[src/rtl/coreuart_tx_fifo_gen2.sv]
// coreuart_tx_fifo_gen2: UART transmitter with synchronous TX FIFO, optional line break via TX_BREAK_EN
module coreuart_tx_fifo_gen2 #(
  parameter int DATA_W = 8,
  parameter int FIFO_DEPTH = 16,
  parameter int LVL_W = $clog2(FIFO_DEPTH) + 1
) (
  input  logic              clk,
  input  logic              reset,
  input  logic              xmit_pulse,
  input  logic              wr_en,
  input  logic [DATA_W-1:0] wr_data,
  input  logic [3:0]        char_len,
  input  logic              parity_en,
  input  logic              odd_n_even,
  input  logic              two_stop,
`ifdef TX_BREAK_EN
  input  logic              break_req,
`endif
  output logic              tx,
  output logic              tx_busy,
  output logic              fifo_empty,
  output logic              fifo_full,
  output logic [LVL_W-1:0]  fifo_level,
  output logic              overflow
);
  localparam int PW = $clog2(FIFO_DEPTH);
  localparam logic [3:0] MAX_LEN = 4'(DATA_W);
  typedef enum logic [2:0] {IDLE, START, DATA, PARITY, STOP1, STOP2} state_t;
  logic brk;
`ifdef TX_BREAK_EN
  assign brk = break_req;
`else
  assign brk = 1'b0;
`endif
  logic [DATA_W-1:0] mem_q [FIFO_DEPTH];
  logic [PW-1:0] wr_ptr_q, wr_ptr_d, rd_ptr_q, rd_ptr_d;
  logic [LVL_W-1:0] count_q, count_d;
  logic overflow_q, overflow_d, push, pop;
  state_t state_q, state_d;
  logic [DATA_W-1:0] shift_q, shift_d;
  logic [3:0] idx_q, idx_d, len_q, len_d;
  logic par_q, par_d, pen_q, pen_d, odd_q, odd_d, two_q, two_d, tx_q, tx_d;
  assign fifo_empty = count_q == '0;
  assign fifo_full = count_q == LVL_W'(FIFO_DEPTH);
  assign fifo_level = count_q;
  assign overflow = overflow_q;
  assign tx = tx_q;
  assign tx_busy = state_q != IDLE;
  assign push = wr_en && !fifo_full;
  always_comb begin
    overflow_d = wr_en && fifo_full;
    wr_ptr_d = push ? wr_ptr_q + PW'(1) : wr_ptr_q;
    rd_ptr_d = pop ? rd_ptr_q + PW'(1) : rd_ptr_q;
    count_d = count_q + LVL_W'(push) - LVL_W'(pop);
  end
  always_comb begin
    state_d = state_q;
    tx_d = tx_q;
    shift_d = shift_q;
    idx_d = idx_q;
    par_d = par_q;
    len_d = len_q;
    pen_d = pen_q;
    odd_d = odd_q;
    two_d = two_q;
    pop = 1'b0;
    case (state_q)
      IDLE: begin
        tx_d = !brk;
        if (!fifo_empty && !brk) begin
          pop = 1'b1;
          shift_d = mem_q[rd_ptr_q];
          len_d = char_len < 4'd5 ? 4'd5 : char_len > MAX_LEN ? MAX_LEN : char_len;
          pen_d = parity_en;
          odd_d = odd_n_even;
          two_d = two_stop;
          state_d = START;
        end
      end
      START: if (xmit_pulse) begin
        tx_d = 1'b0;
        idx_d = '0;
        par_d = 1'b0;
        state_d = DATA;
      end
      DATA: if (xmit_pulse) begin
        tx_d = shift_q[0];
        par_d = par_q ^ shift_q[0];
        shift_d = shift_q >> 1;
        idx_d = idx_q + 4'd1;
        state_d = idx_q == len_q - 4'd1 ? (pen_q ? PARITY : STOP1) : DATA;
      end
      PARITY: if (xmit_pulse) begin
        tx_d = par_q ^ odd_q;
        state_d = STOP1;
      end
      STOP1: if (xmit_pulse) begin
        tx_d = 1'b1;
        state_d = two_q ? STOP2 : IDLE;
      end
      STOP2: if (xmit_pulse) begin
        tx_d = 1'b1;
        state_d = IDLE;
      end
      default: state_d = IDLE;
    endcase
  end
  always_ff @(posedge clk)
    if (push) mem_q[wr_ptr_q] <= wr_data;
  always_ff @(posedge clk) begin
    if (reset) begin
      wr_ptr_q <= '0;
      rd_ptr_q <= '0;
      count_q <= '0;
      overflow_q <= 1'b0;
      state_q <= IDLE;
      tx_q <= 1'b1;
      shift_q <= '0;
      idx_q <= '0;
      par_q <= 1'b0;
      len_q <= MAX_LEN;
      pen_q <= 1'b0;
      odd_q <= 1'b0;
      two_q <= 1'b0;
    end else begin
      wr_ptr_q <= wr_ptr_d;
      rd_ptr_q <= rd_ptr_d;
      count_q <= count_d;
      overflow_q <= overflow_d;
      state_q <= state_d;
      tx_q <= tx_d;
      shift_q <= shift_d;
      idx_q <= idx_d;
      par_q <= par_d;
      len_q <= len_d;
      pen_q <= pen_d;
      odd_q <= odd_d;
      two_q <= two_d;
    end
  end
endmodule

[config.mk]
export PLATFORM = sky130hd
export DESIGN_NAME = coreuart_tx_fifo_gen2
export DESIGN_NICKNAME = d
export VERILOG_FILES = /design/src/rtl/coreuart_tx_fifo_gen2.sv
export SDC_FILE = /design/constraint.sdc
export NUM_CORES = 1
export LEC_CHECK = 0
export ABC_AREA = 1
export CORE_ASPECT_RATIO = 2
export CORE_UTILIZATION = 60
export CTS_BUF_LIST = sky130_fd_sc_hd__clkbuf_16
export CTS_CLUSTER_SIZE = 20
export DETAILED_ROUTE_END_ITERATION = 16
export PLACE_DENSITY = 0.91
export RECOVER_POWER = 100
export SLEW_MARGIN = 0
export SYNTH_ARGS = -nofsm -noshare
export SYNTH_HDL_FRONTEND = slang
export SYNTH_SLANG_ARGS = --single-unit
[constraint.sdc]
create_clock -name clk -period 4.2 [get_ports clk]
set_clock_uncertainty 0.1 [all_clocks]
set_input_delay 0.63 -clock clk [delete_from_list [all_inputs] [get_ports clk]]
set_output_delay 0.63 -clock clk [all_outputs]
set_load 0.02 [all_outputs]
Word-level counts from Yosys, hierarchy flattened
Memory sizes are Yosys's and may differ from the RTL's. A register that Yosys moved wholly into a read port is not among the register bits.
Cells that the tools add are included.

word-level totals
  bits of input ports = 19
  register bits after elaboration = 38
  memories = 1
  output and inout bits = 10
  RAM bits = 128

memories
  name   depth  width  rd ports  clocked after Yosys merged registers in  wr ports  line  text
  mem_q  16     8      1         1                                        1         35    logic [DATA_W-1:0] mem_q [FIFO_DEPTH];

cells by class
  reduce and logical (&&, ||, !) cells = 15
  $lt $le $gt $ge = 2
  muxes and demuxes = 31
  add/subtract/negate cells = 6
  equality and inequality tests = 14
  bitwise operators = 3

operator list
  kind                                                                   number
  3-bit two-way mux                                                      9
  4-bit two-way mux                                                      6
  3-bit case mux with 6 select lines                                     1
  8-bit two-way mux                                                      2
  8-bit case mux with 2 select lines                                     1
  4-bit by 1-bit adder with 4-bit output, second input constant          3
  2-bit inequality test, second input constant                           6
  1-bit two-way mux                                                      9
  4-bit case mux with 2 select lines                                     1
  3-bit by 2-bit equality test with 1-bit output, second input constant  2
  3-bit equality test, second input constant                             2
  3-bit AND reduction                                                    2
  6-bit AND reduction                                                    1
  5-bit by 1-bit adder with 5-bit output                                 1
  5-bit equality test, second input constant                             1
  5-bit zero test                                                        1
  1-bit case mux with 5 select lines                                     1
  5-bit AND reduction                                                    1
  5-bit nonzero test                                                     1
  5-bit by 1-bit subtractor with 5-bit output                            1
  4-bit equality test                                                    1
  4-bit greater-than comparator, second input constant                   1
  4-bit by 3-bit < comparator with 1-bit output, second input constant   1
  2-bit nonzero test                                                     2
  12 further kinds                                                       14

Depth between registers and ports, before layout
Gate-level depths: netlist of run 1.

  word-level depth = 5
  mapped depth = 13

Worst setup path before layout of run 1
No wires, ideal clock.

  path type = register -> register
  from = reg count_q[3], in the netlist fifo_level[3]
  to = reg count_q[4], in the netlist fifo_level[4]
  slack = 1.690 ns
  stages on the path, launching flop included = 14
  setup time = 0.125 ns
  path buffers = 0
  required time = 3.975 ns
  data arrival time = 2.285 ns
  cells stage by stage = dfxtp_1 inv_1 ha_1 nand4_1 nand2_2 inv_2 ha_1 inv_1 ha_1 fa_1 a21oi_1 o21ai_0 o21ai_0 a21oi_1

between the ends
  cells in the longest elaborated chain, start to end = 5

ends and longest elaborated chain
  what                                             line  text
  from (decl)                                      37    logic [LVL_W-1:0] count_q, count_d;
  from (signal assigned)                           128   count_q <= count_d;
  5-bit equality test                              44    assign fifo_full = count_q == LVL_W'(FIFO_DEPTH);
  1-bit zero test                                  49    assign push = wr_en && !fifo_full;
  1-bit logical AND                                49
  5-bit by 1-bit adder with 5-bit output           54    count_d = count_q + LVL_W'(push) - LVL_W'(pop);
  5-bit by 1-bit subtractor with 5-bit output (*)  54

Mark *: on every way between the ends. The rest lies on a longest branch, timed or not.
A chain may end at the register's enable or synchronous reset.

==> summary.txt, run 1 <==
Floorplanning
  – Full die area: 12990 sq um
  – Initial Util: 0.6155
  – # rows: 57
  – Core area: 12200 sq um
  – # IOs: 29
  – Die width: 81.09 um
  – DIE HEIGHT: 160.2 um

STA
  – WHS: between 0.3 and 0.4 ns
  – Setup ws final: 1.088 ns
  – Final Hold Viols: 0
  – Slew HR: -0.1764
  – RSZ-0062 raised after global routing: no
  – Slew at the pin closest to its max-slew limit: 1.763 ns
  – Setup TNS Final: 0 ns
  – Final Slew Violations: 57
  – Clock period minus worst slack: 3.112 ns
  – Tcrit/Tclk final: 0.7409
  – Fmax: ~320 MHz
  – Final Setup Violations: 0

Power
  – Pleak: approximately 3.5 nW
  – Design Power: 5.422 mW
  – P per Cell Area: 646.3 nW/um^2
  – VDD IR max: 0.6400 mV

Worst setup path
  – Worst Setup Start Kind: flip-flop
  – FF-to-FF setup slack: 1.09 ns
  – CP peak stage delay: 1.36 ns
  – Worst-path cell chain: inv_1 > nand2_1 > nand2_1 > nand2_1 > nand3_1 > nand3_1 > nand3_1 > nand2_1 > a21oi_1
  – WS Path Type: reg -> reg
  – CP max-delay cell: inv_1
  – Critical Path End: shift_q[2]
  – Crit path required time: roughly 4.5 ns
  – Critical Path Sink Type: flip-flop
  – Critical path arrival: between 3 and 4 ns
  – Capturing point of the worst reg2reg path: shift_q[2]
  – Reg2reg path depth: 9
  – Top cell by count, worst path: nand2_1
  – Crit Path Max Fanout: 56

Synthesis
  – Syn Std Cell Area: 7506 sq um
  – Area leader, netlist: edfxtp_1
  – Area share of the largest cell type after synthesis: 0.5121
  – Seq/Total Area, Yosys: 0.6241
  – Synth Net Count: about 820
  – Cells taking the most area after synthesis: edfxtp_1, dfxtp_1, nand2_1, nand3_1, inv_1
  – Register bit total from synthesis: 170
  – Post-Synthesis Cells: 789
  – Synthesis warning total: 0
  – Syn_area_per_cell: 9.513 sq um
  – Synth cell types: 35

Routing
  – 1st-iter DRT viols: 712
  – Routed wire per std cell: around 18 um
  – First drt pass iteration count: 7
  – DRT antenna net count: 0
  – Vias post-DR: slightly below 6000
  – Vias/cell: 5.947
  – Total wire length: 17.83 mm
  – DRC Markers: 0

Run status
  – Status: finished, violations left
  – Failing checks: max-capacitance violations, max-slew violations

Clocking
  – Num CTS Buffers: 17
  – # clock sinks: 170
  – H-tree levels: 4
  – CTS tree: done
  – Root Driver: clkbuf_16
  – Clk slew on worst S/H paths: 0.07 ns
  – Hold bufs inserted after CTS: 0
  – PostCTS Resize Cnt: 0
  – Clk buf depth: 2
  – Post-CTS Setup Repair Bufs: 0
  – Latest clock arrival within the worst-skew pair: 0.43 ns

Hold path
  – HP Class: reg -> reg

Layout
  – Most frequent cells in the layout: nand2_1, edfxtp_1, inv_1
  – Share of cells above drive strength 1: 0.05569
  – Layout area overhead: 11.77%
  – Multi-input gate area: 2230 sq um
  – Most common cell after layout, fill and taps aside: nand2_1
  – Sequential Area: 4686 sq um
  – # nets final: 846
  – Fillers: slightly above 800
  – ANT cells: 0

Global routing
  – First-pass GRT wire length: 28.20 mm
  – Number of global-route vias before repair: roughly 5800
  – Global route total overflow: 0
  – Initial antenna violation count: 0
  – Largest net degree at the start of global routing: 57
  – Overall Global Routing Usage: 0.3009

Place
  – Final Wtd Congestion: 0.9191
  – Placed wire-length estimate: 10.78 mm
  – Place WS: 1.242 ns
  – IO buf count: 28

Flow run
  – Max Cap Violations: 1
[area by class of cell]
type | instances | share of cell area
Multi-Input combinational cell | 480 | 0.2658
Sequential cell | 170 | 0.5585
Tap cell | 147 | 0.02192
Clock inverter | 15 | 0.01581
Timing Repair Buffer | 33 | 0.03743
Clock buffer | 17 | 0.05071
Inverter | 111 | 0.04981
[metal layers]
metal  GRT usage  vias to the layer above  routed length [um]
li1            -                     2637                   -
met1      0.3128                     2666                5810
met2      0.5065                      379                9499
met3     0.07371                      104                1347
met4      0.2208                        0                1170
met5           0                        -                   0
[through the flow]
| stage | util | cell area [sq um] | cells |
|---|---|---|---|
| 2_1_floorplan | - | 7506 | 789 |
| 3_3_place_gp | 0.6453 | 7870 | 941 |
| 3_5_place_dp | 0.6453 | 7870 | 941 |
| 4_1_cts | 0.6911 | 8428 | 973 |
| 5_1_grt | 0.6879 | 8389 | 973 |
| 6_report | 0.6879 | 8389 | 973 |
[registers in the layout, indices dropped and copies added, names as in the netlist, named ones only]
signal / flops
odd_q: 1
wr_ptr_q: 4
len_q: 4
fifo_level: 5
state_q: 3
two_q: 1
idx_q: 4
mem_q: 128
pen_q: 1
rd_ptr_q: 4
par_q: 1
shift_q: 8
tx: 1
overflow: 1
[synthesized netlist by cell type (all sizes together)]
master   number
a211oi        2
a21oi        25
a31oi         2
and3          1
buf          15
clkbuf       13
clkinv        1
dfxtp        42
edfxtp      128
fa            1
ha           13
inv         110
nand2       219
nand3        97
nand4         6
nor2         72
nor3          7
o2111ai       1
o211ai        8
o21a          1
o21ai        22
xnor2         1
xor2          2
[power breakdown]
part           switching, mW  internal (mW)  total, mW
Combinational           1.21          0.565       1.77
Clock                  0.717          0.781       1.50
Sequential             0.176           1.97       2.15
Total                   2.10           3.32       5.42
[cells by family (layout without fill, tap and decap cells)]
| group | Yosys count | in the layout | share of synthesized area |
|---|---|---|---|
| simple gates | 402 | 402 | 0.2270 |
| buf+inv | 139 | 176 | 0.07435 |
| flops | 170 | 170 | 0.6241 |
| xor+xnor | 3 | 3 | 0.003501 |
| fa+ha+maj | 14 | 14 | 0.02434 |
| compound gates | 61 | 61 | 0.04668 |
[worst max-delay path, delay by kind of cell, from the launching register on]
family | cells | cell delay, ns
buf+inv | 1 | 1.36
compound gates | 1 | 0.12
simple gates | 7 | 0.93
flops | 1 | 0.53
[worst min-delay path by stage]
stage                    start         end  slack (ns)  depth (start not counted)
detailed placement  shift_q[2]  shift_q[2]        0.37                          2
global route        shift_q[5]  shift_q[5]        0.40                          2
finish              shift_q[1]  shift_q[1]        0.39                          2
floorplan           shift_q[1]  shift_q[1]        0.34                          2
global placement    shift_q[5]  shift_q[5]        0.35                          2
CTS                 shift_q[5]  shift_q[5]        0.38                          2
Note: power is estimated with default switching activity, not from simulation.
==> run 2: changes to the inputs <==
clock period = 3.1 ns   (was 4.2 ns; I/O delays follow)
==> summary.txt, run 2 (synthesis results as in run 1) <==
Run status
  – Status: finished, violations left
  – Failing checks: max-capacitance violations, max-slew violations

Power
  – Comb pwr share: 0.330
  – Pleak: 3.521 nW
  – Clock power frac: 0.289
  – VDD IR max: slightly below 0.7 mV
  – Design Power: between 7 and 8 mW
  – Reg power frac: 0.381
  – P per Cell Area: ~880 nW/um^2
  – Net Sw Power: 2.727 mW
  – Int Pwr: roughly 4.7 mW
  – Sw frac: 0.3658

Layout
  – Final non-filler cell total: 974
  – Largest register FFs: between 100 and 150
  – # nets final: ~850
  – Register with the most flip-flops: mem_q
  – Most common cell after layout, fill and taps aside: nand2_1
  – Final Util: 0.6925
  – Finished layout cell area: 8446 sq um
  – Most frequent cells in the layout: nand2_1, edfxtp_1, inv_1
  – Layout area overhead: 12.52%
  – ANT cells: 0
  – Share of cells above drive strength 1: 0.05079

Floorplanning
  – Core area: around 12000 sq um
  – Die width: 81.09 um
  – Initial Util: 0.6155
  – # IOs: 29
  – Full die area: ~13000 sq um
  – DIE HEIGHT: 160.2 um
  – # rows: 57

Clocking
  – H-tree levels: 4
  – Num CTS Buffers: 17
  – CTS tree: done
  – Clk slew on worst S/H paths: approximately 0.060 ns
  – Root Driver: clkbuf_16
  – # clock sinks: 170
  – Hold bufs inserted after CTS: 0
  – Post-CTS Setup Repair Bufs: 0
  – Latest clock arrival within the worst-skew pair: 0.43 ns
  – Clk buf depth: 2
  – PostCTS Resize Cnt: 0

Routing
  – 1st-iter DRT viols: 787
  – Routed wire per std cell: around 19 um
  – Vias/cell: 5.859
  – First drt pass iteration count: 7
  – DRC Markers: 0
  – Total wire length: 18.73 mm
  – Vias post-DR: 5707
  – DRT antenna net count: 0

Global routing
  – Initial antenna violation count: 0
  – Global route total overflow: 0
  – First-pass GRT wire length: 28.79 mm
  – Overall Global Routing Usage: 0.3132
  – Number of global-route vias before repair: approximately 5600
  – Largest net degree at the start of global routing: 73

STA
  – Slew HR: -0.1072
  – Tcrit/Tclk final: 0.8857
  – Setup TNS Final: 0 ns
  – Slew at the pin closest to its max-slew limit: 1.659 ns
  – WHS: 0.3791 ns
  – Setup ws final: 0.3543 ns
  – Fmax: 364.2 MHz
  – RSZ-0062 raised after global routing: no
  – Final Setup Violations: 0
  – Final Hold Viols: 0
  – Clock period minus worst slack: 2.746 ns
  – Final Slew Violations: 57

Worst setup path
  – Critical path arrival: 2.95 ns
  – Critical Path Sink Type: flip-flop
  – Top cell by count, worst path: nand3_1
  – CP delay by family, top: buffers and inverters
  – Crit path buf inv count: 1
  – Crit path required time: between 3 and 4 ns
  – CP peak stage delay: between 1 and 1.5 ns
  – FF-to-FF setup slack: 0.35 ns
  – WS Path Type: reg -> reg
  – Worst Setup Start Kind: flip-flop
  – Crit Path Max Fanout: 56
  – Worst-path cell chain: inv_1 > nand2_1 > nand3_1 > nand3_1 > nand3_1 > nand3_1 > nand2_1 > a21oi_1
  – CP max-delay cell: inv_1

Place
  – Place WS: 0.3438 ns
  – Placed wire-length estimate: 11.99 mm
  – IO buf count: 28
  – Inst Count DP: ~940
  – DP Area: 7878 sq um
  – Final Wtd Congestion: around 0.93

Flow run
  – Max Cap Violations: 1

Hold path
  – HP Class: reg -> reg
run 2: worst paths after layout:
kind,startpoint,to,depth (start not counted)
worst max register to register,flip-flop,shift_q[3],8
worst min-delay path,shift_q[1],shift_q[1],2
worst max-delay path,flip-flop,shift_q[3],8
worst min register to register,shift_q[1],shift_q[1],2
run 2: layout make-up:
cell class                 count  area, sq um
sequential                   170         4684
timing repair buffer          34        321.6
fill                         816         3750
multi-input combinational    480         2223
clock buffer                  21        525.5
clock inverter                11        87.58
tap                          147        183.9
inverter                     111        419.2
run 2: power by group through the flow:
stage | sequential, mW | clock, mW | combinational [mW]
3_5_place_dp | 2.88 | 0 | 2.44
4_1_cts | 2.84 | 2.15 | 2.49
2_1_floorplan | 2.87 | 0 | 1.79
6_report | 2.84 | 2.16 | 2.46
3_3_place_gp | 2.87 | 0 | 2.37
5_1_grt | 2.86 | 2.24 | 2.69
run 2: per-layer routing:
| layer | part of all wire | wire, um | track usage |
|---|---|---|---|
| met5 | 0 | 0 | 0 |
| met4 | 0.079 | 1488 | 0.2484 |
| met3 | 0.075 | 1412 | 0.05657 |
| met2 | 0.54 | 10050 | 0.5481 |
| met1 | 0.31 | 5772 | 0.3089 |
run 2: tightest hold or removal path, cell delays in order, from the launching register on:
cell	delay, ns
dfxtp_1	0.31
nand2_1	0.06
a21oi_1	0.06
